$ cat src/rtl/port_scan_ctrl_if.sv
// Probe-engine bus between the port-scan sequencer (master) and the shared DSP
// reset/probe engine (slave).
interface port_scan_ctrl_if;
    logic        probe_req;
    logic [15:0] probe_addr;
    logic        probe_ack;
    logic        probe_hit;

    modport master (
        output probe_req,
        output probe_addr,
        input  probe_ack,
        input  probe_hit
    );

    modport slave (
        input  probe_req,
        input  probe_addr,
        output probe_ack,
        output probe_hit
    );
endinterface

$ cat src/rtl/port_scan_ctrl.sv
// ISA port-scan sequencer: walks candidate I/O bases through one shared probe engine.
// Optional PORT_SCAN_HIT_MAP_EN: keep scanning after hits and report a per-candidate hit_map_o.
module port_scan_ctrl #(
    parameter logic [15:0] BASE_ADDR  = 16'h0200,
    parameter logic [15:0] STRIDE     = 16'h0010,
    parameter int          NUM_PORTS  = 16,
    parameter int          TIMEOUT_W  = 8,
    parameter int          CONTINUOUS = 0
) (
    input  logic                 sys_clock_i,
    input  logic                 reset_i,
    input  logic                 start_i,
    input  logic                 abort_i,
    port_scan_ctrl_if.master     probe_bus,
    output logic                 busy_o,
    output logic                 found_o,
    output logic [15:0]          found_addr_o,
    output logic                 timeout_err_o,
    output logic                 done_o
`ifdef PORT_SCAN_HIT_MAP_EN
    ,
    output logic [NUM_PORTS-1:0] hit_map_o
`endif
);

    localparam int IDX_W = (NUM_PORTS > 1) ? $clog2(NUM_PORTS) : 1;
    localparam logic [IDX_W-1:0]     LAST_IDX = IDX_W'(NUM_PORTS - 1);
    // WAIT lasts 2^TIMEOUT_W-1 cycles: the last one is where the counter would reach all-ones.
    localparam logic [TIMEOUT_W-1:0] TMO_LAST = {{(TIMEOUT_W-1){1'b1}}, 1'b0};

    typedef enum logic [2:0] {
        S_IDLE,
        S_ISSUE,
        S_WAIT,
        S_NEXT,
        S_FOUND,
        S_DONE
    } state_t;

    state_t               state_q, state_d;
    logic [IDX_W-1:0]     idx_q, idx_d;
    logic [15:0]          addr_q, addr_d;
    logic [TIMEOUT_W-1:0] tmo_q, tmo_d;
    logic                 found_q, found_d;
    logic [15:0]          found_addr_q, found_addr_d;
    logic                 terr_q, terr_d;
    logic                 req;
    logic                 done;
    logic                 begin_pass;
`ifdef PORT_SCAN_HIT_MAP_EN
    logic [NUM_PORTS-1:0] hit_map_q, hit_map_d;
`endif

    always_comb begin
        state_d      = state_q;
        idx_d        = idx_q;
        addr_d       = addr_q;
        tmo_d        = tmo_q;
        found_d      = found_q;
        found_addr_d = found_addr_q;
        terr_d       = terr_q;
        req          = 1'b0;
        done         = 1'b0;
        begin_pass   = 1'b0;
`ifdef PORT_SCAN_HIT_MAP_EN
        hit_map_d    = hit_map_q;
`endif

        case (state_q)
            S_IDLE, S_DONE: begin
                begin_pass = start_i;
            end
            S_ISSUE: begin
                req     = 1'b1;
                tmo_d   = '0;
                state_d = S_WAIT;
            end
            S_WAIT: begin
                tmo_d = tmo_q + 1'b1;
                if (probe_bus.probe_ack) begin
`ifdef PORT_SCAN_HIT_MAP_EN
                    if (probe_bus.probe_hit) begin
                        hit_map_d[idx_q] = 1'b1;
                        if (!found_q) begin
                            found_d      = 1'b1;
                            found_addr_d = addr_q;
                        end
                    end
                    state_d = S_NEXT;
`else
                    state_d = probe_bus.probe_hit ? S_FOUND : S_NEXT;
`endif
                end else if (tmo_q == TMO_LAST) begin
                    terr_d  = 1'b1;
                    state_d = S_NEXT;
                end else begin
                    req = 1'b1;
                end
            end
            S_NEXT: begin
                tmo_d = '0;
                if (idx_q != LAST_IDX) begin
                    idx_d   = idx_q + 1'b1;
                    addr_d  = addr_q + STRIDE;
                    state_d = S_ISSUE;
                end else begin
                    done = 1'b1;
                    // An automatic restart keeps timeout_err so the host still sees it.
                    if ((CONTINUOUS != 0) && !found_q) begin
                        idx_d   = '0;
                        addr_d  = BASE_ADDR;
                        state_d = S_ISSUE;
                    end else begin
                        state_d = S_DONE;
                    end
                end
            end
            S_FOUND: begin
                found_d      = 1'b1;
                found_addr_d = addr_q;
                done         = 1'b1;
                state_d      = S_DONE;
            end
            default: state_d = S_IDLE;
        endcase

        if (begin_pass) begin
            state_d      = S_ISSUE;
            idx_d        = '0;
            addr_d       = BASE_ADDR;
            tmo_d        = '0;
            found_d      = 1'b0;
            found_addr_d = '0;
            terr_d       = 1'b0;
`ifdef PORT_SCAN_HIT_MAP_EN
            hit_map_d    = '0;
`endif
        end

        // Abort overrides everything but leaves the host-visible results untouched.
        if (abort_i) begin
            state_d      = S_IDLE;
            tmo_d        = '0;
            done         = 1'b0;
            found_d      = found_q;
            found_addr_d = found_addr_q;
            terr_d       = terr_q;
`ifdef PORT_SCAN_HIT_MAP_EN
            hit_map_d    = hit_map_q;
`endif
        end
    end

    always_ff @(posedge sys_clock_i or posedge reset_i) begin
        if (reset_i) begin
            state_q      <= S_IDLE;
            idx_q        <= '0;
            addr_q       <= '0;
            tmo_q        <= '0;
            found_q      <= 1'b0;
            found_addr_q <= '0;
            terr_q       <= 1'b0;
`ifdef PORT_SCAN_HIT_MAP_EN
            hit_map_q    <= '0;
`endif
        end else begin
            state_q      <= state_d;
            idx_q        <= idx_d;
            addr_q       <= addr_d;
            tmo_q        <= tmo_d;
            found_q      <= found_d;
            found_addr_q <= found_addr_d;
            terr_q       <= terr_d;
`ifdef PORT_SCAN_HIT_MAP_EN
            hit_map_q    <= hit_map_d;
`endif
        end
    end

    assign probe_bus.probe_req  = req;
    assign probe_bus.probe_addr = addr_q;
    assign busy_o        = (state_q != S_IDLE) && (state_q != S_DONE);
    assign found_o       = found_q;
    assign found_addr_o  = found_addr_q;
    assign timeout_err_o = terr_q;
    assign done_o        = done;
`ifdef PORT_SCAN_HIT_MAP_EN
    assign hit_map_o     = hit_map_q;
`endif

endmodule
$ cat src/flat_wrapper.sv
// flat-port wrapper written by rule: the top's interface ports become plain ports
module port_scan_ctrl_flat 
#(
    parameter logic [15:0] BASE_ADDR  = 16'h0200,
    parameter logic [15:0] STRIDE     = 16'h0010,
    parameter int          NUM_PORTS  = 16,
    parameter int          TIMEOUT_W  = 8,
    parameter int          CONTINUOUS = 0
)
  (sys_clock_i, reset_i, start_i, abort_i, busy_o, found_o, found_addr_o, timeout_err_o, done_o, probe_bus_probe_req, probe_bus_probe_addr, probe_bus_probe_ack, probe_bus_probe_hit);
  port_scan_ctrl_if probe_bus_i ();
  input  logic sys_clock_i;
  input  logic reset_i;
  input  logic start_i;
  input  logic abort_i;
  output logic busy_o;
  output logic found_o;
  output logic [15:0] found_addr_o;
  output logic timeout_err_o;
  output logic done_o;
  output wire logic [$bits(probe_bus_i.probe_req)-1:0] probe_bus_probe_req;
  output wire logic [$bits(probe_bus_i.probe_addr)-1:0] probe_bus_probe_addr;
  input wire logic [$bits(probe_bus_i.probe_ack)-1:0] probe_bus_probe_ack;
  input wire logic [$bits(probe_bus_i.probe_hit)-1:0] probe_bus_probe_hit;
  assign probe_bus_probe_req = probe_bus_i.probe_req;
  assign probe_bus_probe_addr = probe_bus_i.probe_addr;
  assign probe_bus_i.probe_ack = probe_bus_probe_ack;
  assign probe_bus_i.probe_hit = probe_bus_probe_hit;
  port_scan_ctrl #(.BASE_ADDR(BASE_ADDR), .STRIDE(STRIDE), .NUM_PORTS(NUM_PORTS), .TIMEOUT_W(TIMEOUT_W), .CONTINUOUS(CONTINUOUS)) u_core (.sys_clock_i(sys_clock_i), .reset_i(reset_i), .start_i(start_i), .abort_i(abort_i), .probe_bus(probe_bus_i), .busy_o(busy_o), .found_o(found_o), .found_addr_o(found_addr_o), .timeout_err_o(timeout_err_o), .done_o(done_o));
endmodule
$ cat config.mk
export PLATFORM = sky130hd
export DESIGN_NAME = port_scan_ctrl_flat
export DESIGN_NICKNAME = d
export VERILOG_FILES = /design/src/rtl/port_scan_ctrl_if.sv /design/src/rtl/port_scan_ctrl.sv /design/src/flat_wrapper.sv
export SDC_FILE = /design/constraint.sdc
export NUM_CORES = 1
export LEC_CHECK = 0
export CORE_UTILIZATION = 50
export CTS_CLUSTER_DIAMETER = 120
export DETAILED_ROUTE_END_ITERATION = 8
export GPL_TIMING_DRIVEN = 0
export PLACE_DENSITY = 0.78
export SETUP_SLACK_MARGIN = 0.1
export SLEW_MARGIN = 5
export SYNTH_ARGS = -nofsm -noshare
export SYNTH_HDL_FRONTEND = slang
export SYNTH_SLANG_ARGS = --single-unit
$ cat constraint.sdc
create_clock -name sys_clock_i -period 6.6 [get_ports sys_clock_i]
set_clock_uncertainty 0.2 [all_clocks]
set_input_delay 1.32 -clock sys_clock_i [delete_from_list [all_inputs] [get_ports sys_clock_i]]
set_output_delay 1.32 -clock sys_clock_i [all_outputs]
set_load 0.01 [all_outputs]
==> run metrics <==
Antenna diodes 0; critical path fanouts, max 5; CTS root buffer clkbuf_8; die width 66.18 um; layout cell share with drive strength beyond 1 9.677%; Min-Delay Path Class reg -> reg; critical path endpoint category output port; wire per inst 14.40 um; row count 22; setup ws final 1918 ps; Max Fclk 0.2136 GHz; Setup Fix Bufs, Post-CTS 0; NetSw 0.1406 mW; Max Cap Viol 0; combinational power share 17.7%; Worst Hold Depth 1; Worst EP arrival 3160 ps; Hold Vio Cnt, Final 0; simple-gate portion of the synthesized area 20.66%; Worst-Skew Late Latency 290 ps; adder-cell share of the synthesized area 2.430%; Die Span Y 66.18 um; ANT nets after route 0; First-pass DRT Iterations 4; I/O pin cnt 43; top cells by area, synth dfrtp_1 51%, a22o_1 5.1%, nor2_1 4.0%; clk sinks 42; fill count 306; top-area cell type share of the netlist area 51.03%; drc violations 0; post-DP HPWL 3068 um; initial antenna violation count 0; Worst Reg-to-Reg Cells 6; largest area contributor in the netlist dfrtp_1; Compound-Gate Fraction of Synth Area 13.67%; Post-synth EDFFs 0; DR iter-0 viols 138; clock period minus worst slack 4682 ps; worst slew pin tran 763.1 ps; vias in the first global route 1541; Synth Area per Inst 10.30 um2; VDD IR max 0.0001451 V; fin nets 258; RSZ-0062 raised after global routing false; routability cong. 0.8589; mapped cell area 0.002059 mm2; Synth Instances 200; count leader, synth dfrtp_1; WS Path Type in -> out; initial core utilization 54.22%; flops & latches, synth 42; TritonCTS clock tree built; crit share post-route 70.93%; Pwr Density 199.1 mW/mm2; total track usage 21.86%; Setup Total Neg Slack 0 ps; Post-synth top cells 42 x dfrtp_1, 22 x nor2_1, 13 x a21oi_1, 12 x a22o_1, 10 x nand3_1; # H-tree levels 2; count of cells resized by post-cts repair 0; area grow syn2layout 26.12%; Non-Filler Instances 296; first-pass GRT wire length 7024 um; Synth Flop Type dfrtp_1; critical path startpoint category input port; DR vias 1669; multiplexer share of the synthesized area 0%; die area 0.004380 mm2; core area 0.003799 mm2; IO buf count 37; count of final setup violators 0; largest net degree at the start of global routing 31; Detailed Route WL 4262 um; Leak 1.130 nW; status finished, final reports clean; post-synth cell types 45; internal power 0.3765 mW; clock power share 29.3%; largest family of logic cells by synthesized area simple AND/OR/NAND/NOR gates; via-per-instance ratio 5.639; Yosys warning count 0; Worst-path clk slew 70 ps; Post-Place Setup Slack 1924 ps; CTS hold repair buffers 0; # placed instances 289; design area 0.002597 mm2; Slew Limit Fails 0; FFs w/ async S/R, synth 100.0%; total gr overflow 0; CTS buffer count 5; CTS max path bufs 2; slew margin rel. 49.02%; Net Sw Frac 27.19%; Worst Path Required 5080 ps; post-synthesis sequential area ratio 51.03%; DP Area 0.002521 mm2; post-synthesis xor/xnor area fraction 6.379%; Seq pwr share 53.0%
-- routing by layer --
| metal | global-route usage (%) | part of all wire, % | vias to the layer above |
|---|---|---|---|
| met2 | 34.18 | 48 | 51 |
| li1 | - | - | 804 |
| met3 | 5.172 | 5.8 | 4 |
| met5 | 0 | 0 | - |
| met4 | 7.713 | 0.84 | 0 |
| met1 | 29.67 | 45 | 810 |
-- worst max-delay path, cell delays in order --
cell	delay, ps
clkdlybuf4s50_1	480
or4b_2	650
a21oi_1	160
clkdlybuf4s50_1	550
-- through the flow --
stage / total power [mW] / utilization [%] / hold slack [ps]
after floorplan: 0.3359 / - / 304.2
after global placement: 0.3669 / 65.84 / 281.1
after detailed placement: 0.3697 / 66.37 / 280.2
after CTS: 0.5192 / 68.38 / 303.0
after global routing: 0.5416 / 68.38 / 324.5
final: 0.5171 / 68.38 / 301.9
-- worst paths after layout --
path                                               startpoint                                           to  slack, ps
hold / removal             u_core.found_addr_o[9]$_DFFE_PP0P_           u_core.found_addr_o[9]$_DFFE_PP0P_        300
hold reg to reg            u_core.found_addr_o[9]$_DFFE_PP0P_           u_core.found_addr_o[9]$_DFFE_PP0P_        300
setup reg to reg                u_core.state_q[2]$_DFFE_PP0P_          u_core.found_addr_o[13]$_DFFE_PP0P_       4290
setup / recovery                          probe_bus_probe_ack                          probe_bus_probe_req       1920
max in group asynchronous                             reset_i  u_core.probe_bus.probe_addr[12]$_DFFE_PP0P_       4660
min in group asynchronous                             reset_i          u_core.found_addr_o[15]$_DFFE_PP0P_       1100
-- state kept, by name, indices dropped and copies added, names as in the netlist --
register / flops
u_core.state_q: 3
u_core.idx_q: 4
u_core.timeout_err_o: 1
u_core.probe_bus.probe_addr: 12
u_core.tmo_q: 8
u_core.found_o: 1
u_core.found_addr_o: 13
-- cells in the final DEF (no fill, tap or decap), drive strengths merged, types with 2 or more instances in the layout --
cell type       n
dfrtp          42
clkdlybuf4s50  37
nor2           22
clkbuf         14
a21oi          13
a22o           12
buf            12
nand3          10
xnor2           8
nand2           8
xor2            7
nand4           7
o21ai           6
nor3            6
or3             4
ha              4
conb            4
nor3b           3
inv             3
and3            2
a211oi          2
nand3b          2
or4             2
-- final cells by class --
cell class	instances	area, um2	share of cell area [%]
well taps	48	60.06	2.312
flip-flops and latches	42	1051	40.46
plain buffers	18	105.1	4.046
clock buffers	7	76.32	2.938
repair buffers	38	390.4	15.03
inverters	3	11.26	0.4335
multi-input cells	140	903.4	34.78
-- power groups by stage --
stage / logic, mW / registers (mW) / clock network (mW)
5_1_grt: 0.101 / 0.275 / 0.166
4_1_cts: 0.0916 / 0.274 / 0.154
6_report: 0.0915 / 0.274 / 0.152
3_3_place_gp: 0.0883 / 0.279 / 0
2_1_floorplan: 0.0573 / 0.279 / 0
3_5_place_dp: 0.0909 / 0.279 / 0
-- logic make-up (layout without fill, tap and decap cells) --
group,count (synthesis),in the layout
compound gates,41,41
fa+ha+maj,4,4
xor+xnor,15,15
buf+inv,21,66
simple gates,76,76
flops,42,42
other cells,1,4
Power figures use the tool's default switching activity.
